## src/rtl/mem_ctrl.sv

```systemverilog
// mem_ctrl: MEM-stage load/store controller that stalls the pipeline while a single
// data-bus access runs, then returns extended load data or an exception pulse.
module mem_ctrl #(
   parameter int TIMEOUT = 16
) (
   input  logic        clk,
   input  logic        rst,
   input  logic [6:0]  opcode_in,
   input  logic [2:0]  funct3_in,
   input  logic [4:0]  rd_addr_in,
   input  logic [31:0] rs2_data_in,
   input  logic [31:0] ram_addr_in,
   output logic        stall_out,
   output logic        bus_req,
   output logic        bus_we,
   output logic [31:0] bus_addr,
   output logic [3:0]  bus_be,
   output logic [31:0] bus_wdata,
   input  logic        bus_ack,
   input  logic [31:0] bus_rdata,
   output logic        ld_valid_out,
   output logic [4:0]  ld_rd_addr_out,
   output logic [31:0] ld_data_out,
   output logic        misalign_out,
   output logic        bus_err_out
);
   typedef enum logic [1:0] {IDLE, ACCESS, DONE} state_t;
   state_t      state_q, state_d;
   logic [7:0]  cnt_q, cnt_d;
   logic        req_q, req_d, we_q, we_d, ldv_q, ldv_d, mis_q, mis_d, err_q, err_d;
   logic [31:0] addr_q, addr_d, wdata_q, wdata_d, ld_q, ld_d;
   logic [3:0]  be_q, be_d;
   logic [4:0]  rd_q, rd_d, ldrd_q, ldrd_d;
   logic [1:0]  off_q, off_d;
   logic [2:0]  f3_q, f3_d;
   logic        is_ld, is_st, mem_op, f3_ok, misal;
   logic [31:0] lane, ext;

   assign is_ld  = opcode_in == 7'b0000011;
   assign is_st  = opcode_in == 7'b0100011;
   assign mem_op = is_ld | is_st;
   // loads allow 000,001,010,100,101; stores allow 000,001,010
   assign f3_ok  = is_st ? (!funct3_in[2] && funct3_in[1:0] != 2'b11)
                         : (funct3_in != 3'b011 && funct3_in[2:1] != 2'b11);
   assign misal  = !f3_ok || (funct3_in[1:0] == 2'b01 && ram_addr_in[0]) ||
                   (funct3_in[1:0] == 2'b10 && |ram_addr_in[1:0]);
   assign lane   = bus_rdata >> {off_q, 3'b000};
   assign ext    = f3_q[1] ? bus_rdata :
                   f3_q[0] ? {{16{~f3_q[2] & lane[15]}}, lane[15:0]} :
                             {{24{~f3_q[2] & lane[7]}}, lane[7:0]};

   assign stall_out      = (state_q == IDLE && mem_op) || state_q == ACCESS;
   assign bus_req        = req_q;
   assign bus_we         = we_q;
   assign bus_addr       = addr_q;
   assign bus_be         = be_q;
   assign bus_wdata      = wdata_q;
   assign ld_valid_out   = ldv_q;
   assign ld_rd_addr_out = ldrd_q;
   assign ld_data_out    = ld_q;
   assign misalign_out   = mis_q;
   assign bus_err_out    = err_q;

   always_comb begin
      state_d = state_q;
      cnt_d   = '0;
      req_d   = 1'b0;
      we_d    = 1'b0;
      addr_d  = '0;
      be_d    = '0;
      wdata_d = '0;
      rd_d    = rd_q;
      off_d   = off_q;
      f3_d    = f3_q;
      ldv_d   = 1'b0;
      ld_d    = ld_q;
      ldrd_d  = ldrd_q;
      mis_d   = 1'b0;
      err_d   = 1'b0;
      case (state_q)
         IDLE: if (mem_op) begin
            if (misal) begin
               mis_d   = 1'b1;
               state_d = DONE;
            end else begin
               state_d = ACCESS;
               req_d   = 1'b1;
               we_d    = is_st;
               addr_d  = {ram_addr_in[31:2], 2'b00};
               be_d    = funct3_in[1] ? 4'b1111 :
                         funct3_in[0] ? 4'b0011 << ram_addr_in[1:0] : 4'b0001 << ram_addr_in[1:0];
               wdata_d = funct3_in[1] ? rs2_data_in :
                         funct3_in[0] ? {2{rs2_data_in[15:0]}} : {4{rs2_data_in[7:0]}};
               rd_d    = rd_addr_in;
               off_d   = ram_addr_in[1:0];
               f3_d    = funct3_in;
            end
         end
         ACCESS: if (bus_ack) begin
            state_d = DONE;
            if (!we_q) begin
               ldv_d  = 1'b1;
               ld_d   = ext;
               ldrd_d = rd_q;
            end
         end else if (cnt_q == 8'(TIMEOUT - 1)) begin
            state_d = DONE;
            err_d   = 1'b1;
         end else begin
            cnt_d   = cnt_q + 8'd1;
            req_d   = 1'b1;
            we_d    = we_q;
            addr_d  = addr_q;
            be_d    = be_q;
            wdata_d = wdata_q;
         end
         default: state_d = IDLE;
      endcase
   end

   always_ff @(posedge clk) begin
      if (!rst) begin
         state_q <= IDLE;
         cnt_q   <= '0;
         req_q   <= 1'b0;
         we_q    <= 1'b0;
         addr_q  <= '0;
         be_q    <= '0;
         wdata_q <= '0;
         rd_q    <= '0;
         off_q   <= '0;
         f3_q    <= '0;
         ldv_q   <= 1'b0;
         ld_q    <= '0;
         ldrd_q  <= '0;
         mis_q   <= 1'b0;
         err_q   <= 1'b0;
      end else begin
         state_q <= state_d;
         cnt_q   <= cnt_d;
         req_q   <= req_d;
         we_q    <= we_d;
         addr_q  <= addr_d;
         be_q    <= be_d;
         wdata_q <= wdata_d;
         rd_q    <= rd_d;
         off_q   <= off_d;
         f3_q    <= f3_d;
         ldv_q   <= ldv_d;
         ld_q    <= ld_d;
         ldrd_q  <= ldrd_d;
         mis_q   <= mis_d;
         err_q   <= err_d;
      end
   end
endmodule
```

## config.mk

```make
export PLATFORM = sky130hd
export DESIGN_NAME = mem_ctrl
export DESIGN_NICKNAME = d
export VERILOG_FILES = /design/src/rtl/mem_ctrl.sv
export SDC_FILE = /design/constraint.sdc
export NUM_CORES = 1
export LEC_CHECK = 0
export BUFFER_PORTS_ARGS = -buffer_cell sky130_fd_sc_hd__buf_2
export CORE_AREA = 3 3 150 94
export CTS_CLUSTER_DIAMETER = 80
export CTS_CLUSTER_SIZE = 8
export DETAILED_ROUTE_END_ITERATION = 6
export DIE_AREA = 0 0 153 97
export HOLD_SLACK_MARGIN = 0.12
export MAX_ROUTING_LAYER = met4
export PLACE_DENSITY = 0.8
export REMOVE_ABC_BUFFERS = 1
export SETUP_SLACK_MARGIN = 0.1
export SLEW_MARGIN = 5
export SYNTH_ARGS = -nofsm -noshare
export SYNTH_HDL_FRONTEND = slang
export SYNTH_SLANG_ARGS = --single-unit
```

## constraint.sdc

```tcl
create_clock -name clk -period 4.2 [get_ports clk]
set_input_delay 0.84 -clock clk [delete_from_list [all_inputs] [get_ports clk]]
set_output_delay 0.84 -clock clk [all_outputs]
set_load 0.05 [all_outputs]
```

Yosys cells after proc, flatten, opt, wreduce, memory -nomap -nowiden:

Cells that the tools add are included.

* register bits after elaboration: 130
* input port bits: 114
* output and inout bits: 111
* logic and storage cells: 95

* add/subtract/negate cells: 1
* eq/ne operators: 11
* shift-type cells: 3
* multiplexer cells: 38
* bitwise gates (word level): 8
* reduce and logical (&&, ||, !) cells: 19

Operator list (count)
* 2-to-1 mux 32 bit: 10
* case mux 32 bit (2 select lines): 2
* >> shifter 32 x 5 -> 16 bit: 1
* 2-to-1 mux 4 bit: 6
* 2-to-1 mux 1 bit: 12
* AND reduction 3 bit: 4
* adder 8 x 1 -> 8 bit (second input constant): 1
* == test 8 x 4 -> 1 bit (second input constant): 1
* 2-to-1 mux 2 bit: 4
* case mux 4 bit (2 select lines): 1
* == test 7 x 2 -> 1 bit (second input constant): 1
* == test 7 x 6 -> 1 bit (second input constant): 1
* != test 2 bit (second input constant): 3
* != test 3 x 2 -> 1 bit (second input constant): 2
* logical AND 1 bit: 5
* inverter 1 bit: 5
* == test 2 x 1 -> 1 bit (second input constant): 2
* case mux 1 bit (2 select lines): 2
* case mux 2 bit (2 select lines): 1
* OR reduction 4 bit: 1
* << shifter 1 x 2 -> 4 bit (first input constant): 1
* << shifter 2 x 2 -> 4 bit (first input constant): 1
* logical OR 1 bit: 3
* OR reduction 3 bit: 1
* 7 further kinds: 9

Logic depth before layout (Yosys ltp):

Gate-level depths: netlist of the first run.

* word-level depth: 9
* gate-level depth with buffers: 7
* gate-level depth less buffers: 5

Worst setup path after synthesis of the first run:

Ideal clock, no wire load.

* kind: input port to output port
* from: input port opcode_in[2]
* to: output port stall_out
* data arrival time: 2.045 ns
* data required time: 3.360 ns
* path slack: 1.315 ns
* stages on the path: 3
* buffers on the path: 0
* cells stage by stage: and4bb_2 nand2_1 a21oi_1

* word-level cells in the longest chain between the ends: 4
* elaborated cells on any way between the ends: 5
* classes of those cells: eq/ne: 2; bitwise: 1; reduce/logical: 2

Ends and longest elaborated chain
* start: declaration: RTL line 8 `input logic [6:0] opcode_in,`
* == test 7 x 2 -> 1 bit or == test 7 x 6 -> 1 bit (tied branches): RTL line 39, 40
* bitwise OR 1 bit (*): RTL line 41 `assign mem_op = is_ld | is_st;`
* logical AND 1 bit (*): RTL line 52 `assign stall_out = (state_q == IDLE && mem_op) || state_q == ACCESS;`
* logical OR 1 bit (*): RTL line 52
* end: declaration: RTL line 13 `output logic stall_out,`

Mark *: on every way between the ends. The rest lies on a longest branch, timed or not.

Final worst setup path of the first run:

Ends and elaborated chain as after synthesis.

==> flow_summary.toml, run 1 <==
[die]
row_count = 32
core_area_um2 = 12770
die_h_um = 97
io_pins = 225
initial_utilization = 0.4268
dieWidth_um = 153
die_area_um2 = 14840

[critical_path]
critical_path_class = "in -> out"
slowest_delay_ps = 330
crit_path_frequent_cell = "buf_2"
cp-start-kind = "primary input"
cp_num_buf_inv = 2
cp_slowest_cell = "and4bb_2"
required_ps = 3360
cp_cell_sequence = "buf_2, and4bb_2, nand2_1, a21oi_1, buf_2"
crit_start = "opcode_in[2]"
r2r_slack_ps = 1490
critPathArrivalTime_ps = 1880
r2r-end = "ld_data_out[18]"
r2r_start = "off_q[0]"
end_kind = "output pin"
cp_top_family = "simple AND/OR/NAND/NOR gates"
crit_path_max_fanout = 5
r2r_cells = 4

[cts]
clkSinkCount = 128
htree_levels = 4
postCtsSetupRepairBufs = 0
cts_buffer_depth = 2
clk_pin_slew_ps = 60
cts_resized = 0
cts-root-buf = "clkbuf_16"
numCtsBuffers = 17
clock_latency_ps = 410
hold_buffers = 0
cts_tree = "built"

[yosys]
synthFlopType = "dfxtp_1"
synth.cell_area_um2 = 5451
ys_ff_latch = 128
seq_area_frac_synth = 0.4700
async_flop_share = 0
avgSynthCellArea_um2 = 9.894
syn_inst = 551
yosys_warnings = 0
yosysTopAreaCellShare = 0.4700
synth_edf_count = 0
synth_area_leader_cell = "dfxtp_1"
yosys-top-cells-area = "dfxtp_1, a22o_1, mux2i_1, o21ai_0, a21oi_1"
yosysUniqueCellTypes = 47

[global_routing]
grt.total_usage = 0.2144
grt-ovfl-total = 0
grt_pass1_vias = 4757
grt_max_degree = 69
antenna_found_initial = 0
grt_pass1_wl_um = 25530

[drt]
first_pass_iters = 5
viasPerCell = 5.318
wl_met2_um = 6968
wl_um = 15860
wl_met1_um = 7862
wl_per_cell_um = 17.00
wl_met3_um = 885
num_vias = 4962
drt_iter0_markers = 330
drc = 0
ant_nets = 0
highest_layer = "met4"

[sta]
clock_skew_ps = 14.12
post-route-period-util = 0.6481
hold_viol_final = 0
rsz0062_at_grt = "no"
layout_min_cycle_time_ps = 2722
timing.fmax_ghz = 0.3674
setup_tns_ps = 0
max_slew_margin = 0.2481
worst_pin_slew_ps = 1126
setup_viol = 0
drv_slew = 0

[placed_design]
placedCellCount = 900
numPortBuffers = 222
hpwlAfterDp_um = 11370
gp_congestion = 0.8840

[final_layout]
area_delta_synth_final_pct = 30.96
layout_common_cells = "buf_2, dfxtp_1, o21ai_0, a22o_1, a21oi_1"
finalNonFillerCells = 933
fin_nets = 864
layout-drive-gt1-share = 0.3661
final_common_cell = "buf_2"
fillCellCount = 1135

[min_path]
hold_path_class = "reg -> reg"
hp-start = "ld_rd_addr_out[3]"
min_path_cells = 2
hold_end = "ld_rd_addr_out[3]"

[run_status]
status = "finished clean"

[job]
max_cap_viol_count = 0

[pwr]
ir_worst_vdd_uv = 222.4
p_per_area_nw_per_um2 = 386.7
p_leak_nw = 3.192
==> registers in the layout, summed over array words and instances, names as in the netlist <==
register and count:
state_q 2, cnt_q 8, bus_addr 30, ld_rd_addr_out 5, bus_err_out 1, bus_req 1
bus_wdata 32, ld_data_out 32, rd_q 5, ld_valid_out 1, bus_be 4, bus_we 1
f3_q 3, misalign_out 1, off_q 2
==> final cells by class <==
cell class | instances | area (µm²) | share of cell area
diodes | 1 | 2.502 | 0.0003505
clock buffers | 18 | 429.2 | 0.06011
flip-flops and latches | 128 | 2562 | 0.3589
clock inverters | 14 | 132.6 | 0.01858
well taps | 170 | 212.7 | 0.02979
repair buffers | 228 | 1156 | 0.1619
multi-input cells | 364 | 2606 | 0.3651
inverters | 10 | 37.54 | 0.005258
==> metal layers <==
metal	vias up	track usage
li1	2425	-
met5	-	-
met2	149	0.3066
met1	2377	0.3066
met3	11	0.05454
met4	0	0.04517
==> kinds of logic after synthesis <==
logic type | share of synthesized area
compound gates | 0.2660
xor+xnor | 0.008035
fa+ha+maj | 0.002295
buf+inv | 0.05600
flops | 0.4700
mux | 0.08721
other cells | 0.0006879
simple gates | 0.1097
==> synthesized netlist by cell type (all sizes together) (12+ instances only) <==
cell     number
dfxtp       128
a21oi        46
nand3        12
mux2i        43
nand2        29
buf          29
o2bb2ai      24
a21boi       15
nor2         27
o21ai        52
a22o         50
clkbuf       21
==> worst max path at each step <==
stage               cells past startpoint               to  slack, ps
floorplan                               4        bus_be[0]        440
global placement                        5    bus_wdata[13]       1460
detailed placement                      5     bus_wdata[9]       1380
CTS                                     5        stall_out       1480
global route                            4  ld_data_out[21]       1250
finish                                  5        stall_out       1480
==> stage by stage <==
| step | area, µm² | utilization | setup slack, ps | total power [mW] | hold slack (ps) |
|---|---|---|---|---|---|
| final | 7139 | 0.5590 | 1478 | 2.761 | 449.4 |
| after floorplan | 5187 | - | 441.6 | 1.306 | 417.5 |
| after global placement | 6575 | 0.5148 | 1461 | 1.401 | 435.7 |
| after CTS | 7137 | 0.5588 | 1480 | 2.790 | 452.0 |
| after detailed placement | 6575 | 0.5148 | 1377 | 1.402 | 444.1 |
| after global routing | 7137 | 0.5588 | 1251 | 2.859 | 469.9 |
==> report_power, final <==
group | internal, mW | switching [mW] | total (mW) | leakage [nW]
Combinational | 0.0696 | 0.0895 | 0.159 | 1.91
Sequential | 1.22 | 0.00192 | 1.22 | 1.03
Clock | 0.821 | 0.562 | 1.38 | 0.256
Total | 2.11 | 0.654 | 2.76 | 3.19
==> worst min-delay path, delay by kind of cell (launching register included) <==
family	cells	cell delay (ps)
flip-flops	1	300
AND/OR/NAND/NOR	1	50
AO/OA/AOI/OAI	1	50
(Power assumes the default switching activity.)
==> run 2, diff against run 1 <==
PLACE_DENSITY = 0.83   (was 0.8)
clock period = 2.35 ns   (was 4.2 ns; I/O delays follow)
==> flow_summary.toml, run 2 (synthesis gave the netlist of run 1 again) <==
[run_status]
status = "finished clean"

[die]
io_pins = 225
initial_utilization = 0.4268
core_area_um2 = 12770
dieWidth_um = 153
die_h_um = 97
row_count = 32
die_area_um2 = 14840

[placed_design]
numPortBuffers = 222
gp_congestion = 0.9282
dpl_cell_area_um2 = 6683
hpwlAfterDp_um = 11610
placedCellCount = 911

[global_routing]
grt_pass1_vias = 4858
grt-ovfl-total = 0
grt.total_usage = 0.2169
grt_pass1_wl_um = 25700
grt_max_degree = 52
antenna_found_initial = 0

[sta]
worst_pin_slew_ps = 776.2
setup_tns_ps = 0
rsz0062_at_grt = "no"
drv_slew = 0
setup_viol = 0
clock_skew_ps = 11.19
max_slew_margin = 0.4820
timing.fmax_ghz = 0.4678
hold_viol_final = 0
layout_min_cycle_time_ps = 2138
post-route-period-util = 0.9097

[job]
max_cap_viol_count = 0

[min_path]
hold_path_class = "in -> reg"

[critical_path]
end_kind = "register"
cp-start-kind = "register"
critPathArrivalTime_ps = 2470
crit_path_max_fanout = 16
critical_path_class = "reg -> reg"
cp_slowest_cell = "or3_1"
required_ps = 2680
r2r_slack_ps = 210
cp_cell_sequence = "buf_4, nand2b_1, mux4_2, or3_1, a21oi_1"
slowest_delay_ps = 600

[final_layout]
diodes = 0
fin_nets = 875
layout_common_cells = "buf_2, dfxtp_1, o21ai_0, a22o_1, a21oi_1"
final_area_um2 = 7293
layout-drive-gt1-share = 0.3752
final_common_cell = "buf_2"
finalNonFillerCells = 943
area_delta_synth_final_pct = 33.78
final_util = 0.5710

[cts]
cts_tree = "built"
htree_levels = 4
postCtsSetupRepairBufs = 0
cts_buffer_depth = 2
hold_buffers = 0
clock_latency_ps = 410
cts_resized = 0
clk_pin_slew_ps = 60
cts-root-buf = "clkbuf_16"
numCtsBuffers = 17
clkSinkCount = 128

[pwr]
comb_power_share = 0.056
clkPwrFrac = 0.523
p_per_area_nw_per_um2 = 708.5
p_sw_mw = 1.177
p_int_mw = 3.990
netSwitchingFraction = 0.2278
ir_worst_vdd_uv = 409.1
sequentialPowerShare = 0.421
p_leak_nw = 3.294

[drt]
num_vias = 5077
first_pass_iters = 5
viasPerCell = 5.384
wl_per_cell_um = 16.95
drt_iter0_markers = 352
drc = 0
ant_nets = 0
wl_um = 15990
-- run 2: changes by cell type in the layout (fill, tap and decap cells not counted), sizes merged --
cell | previous run | this run
buf | 228 | 239
clkinvlp | 6 | 1
clkinv | 3 | 6
bufinv | 1 | 3
diode | 1 | 0
-- run 2: layout make-up --
class / instances / area, µm²
inverter: 10 / 37.54
tap: 170 / 212.7
fill: 1136 / 5479
clock buffer: 18 / 429.2
sequential: 128 / 2562
timing repair buffer: 239 / 1264
multi-input combinational: 364 / 2606
clock inverter: 14 / 181.4
-- run 2: power by group through the flow --
| stage | clock network [mW] | logic, mW | registers [mW] |
|---|---|---|---|
| 6_report | 2.70 | 0.287 | 2.18 |
| 5_1_grt | 2.85 | 0.314 | 2.18 |
| 4_1_cts | 2.76 | 0.285 | 2.18 |
| 3_5_place_dp | 0 | 0.284 | 2.22 |
| 3_3_place_gp | 0 | 0.280 | 2.22 |
| 2_1_floorplan | 0 | 0.0988 | 2.24 |
-- run 2: worst paths after layout --
check / from / endpoint / cells after the start
worst max-delay path: off_q[0] / ld_data_out[16] / 5
worst min-delay path: ram_addr_in[23] / bus_addr[23] / 2
worst max register to register: off_q[0] / ld_data_out[16] / 5
worst min register to register: ld_rd_addr_out[3] / ld_rd_addr_out[3] / 2
-- run 2: through the flow --
stage | setup WS (ps) | power (mW) | hold WS [ps]
final | 212.2 | 5.167 | 273.6
after detailed placement | 263.4 | 2.508 | 447.5
after floorplan | -1038 | 2.334 | 417.5
after global routing | 140.9 | 5.343 | 257.3
after CTS | 255.0 | 5.220 | 246.9
after global placement | 323.4 | 2.504 | 435.6
-- run 2: routing by layer --
metal  vias up  routed length [µm]  part of all wire  global-route usage
li1       2457                   -                 -                   -
met1      2391                7483              0.47              0.3006
met2       203                7121              0.45              0.3080
met3        26                1090             0.068             0.05141
met4         0                 291             0.018             0.08008
met5         -                   0                 0                   -
-- run 2: critical path, delay by kind of cell (launching register included) --
| family | cells | cell delay, ps |
|---|---|---|
| simple gates | 2 | 770 |
| mux | 1 | 440 |
| flops | 1 | 400 |
| compound gates | 1 | 240 |
| buf+inv | 1 | 220 |
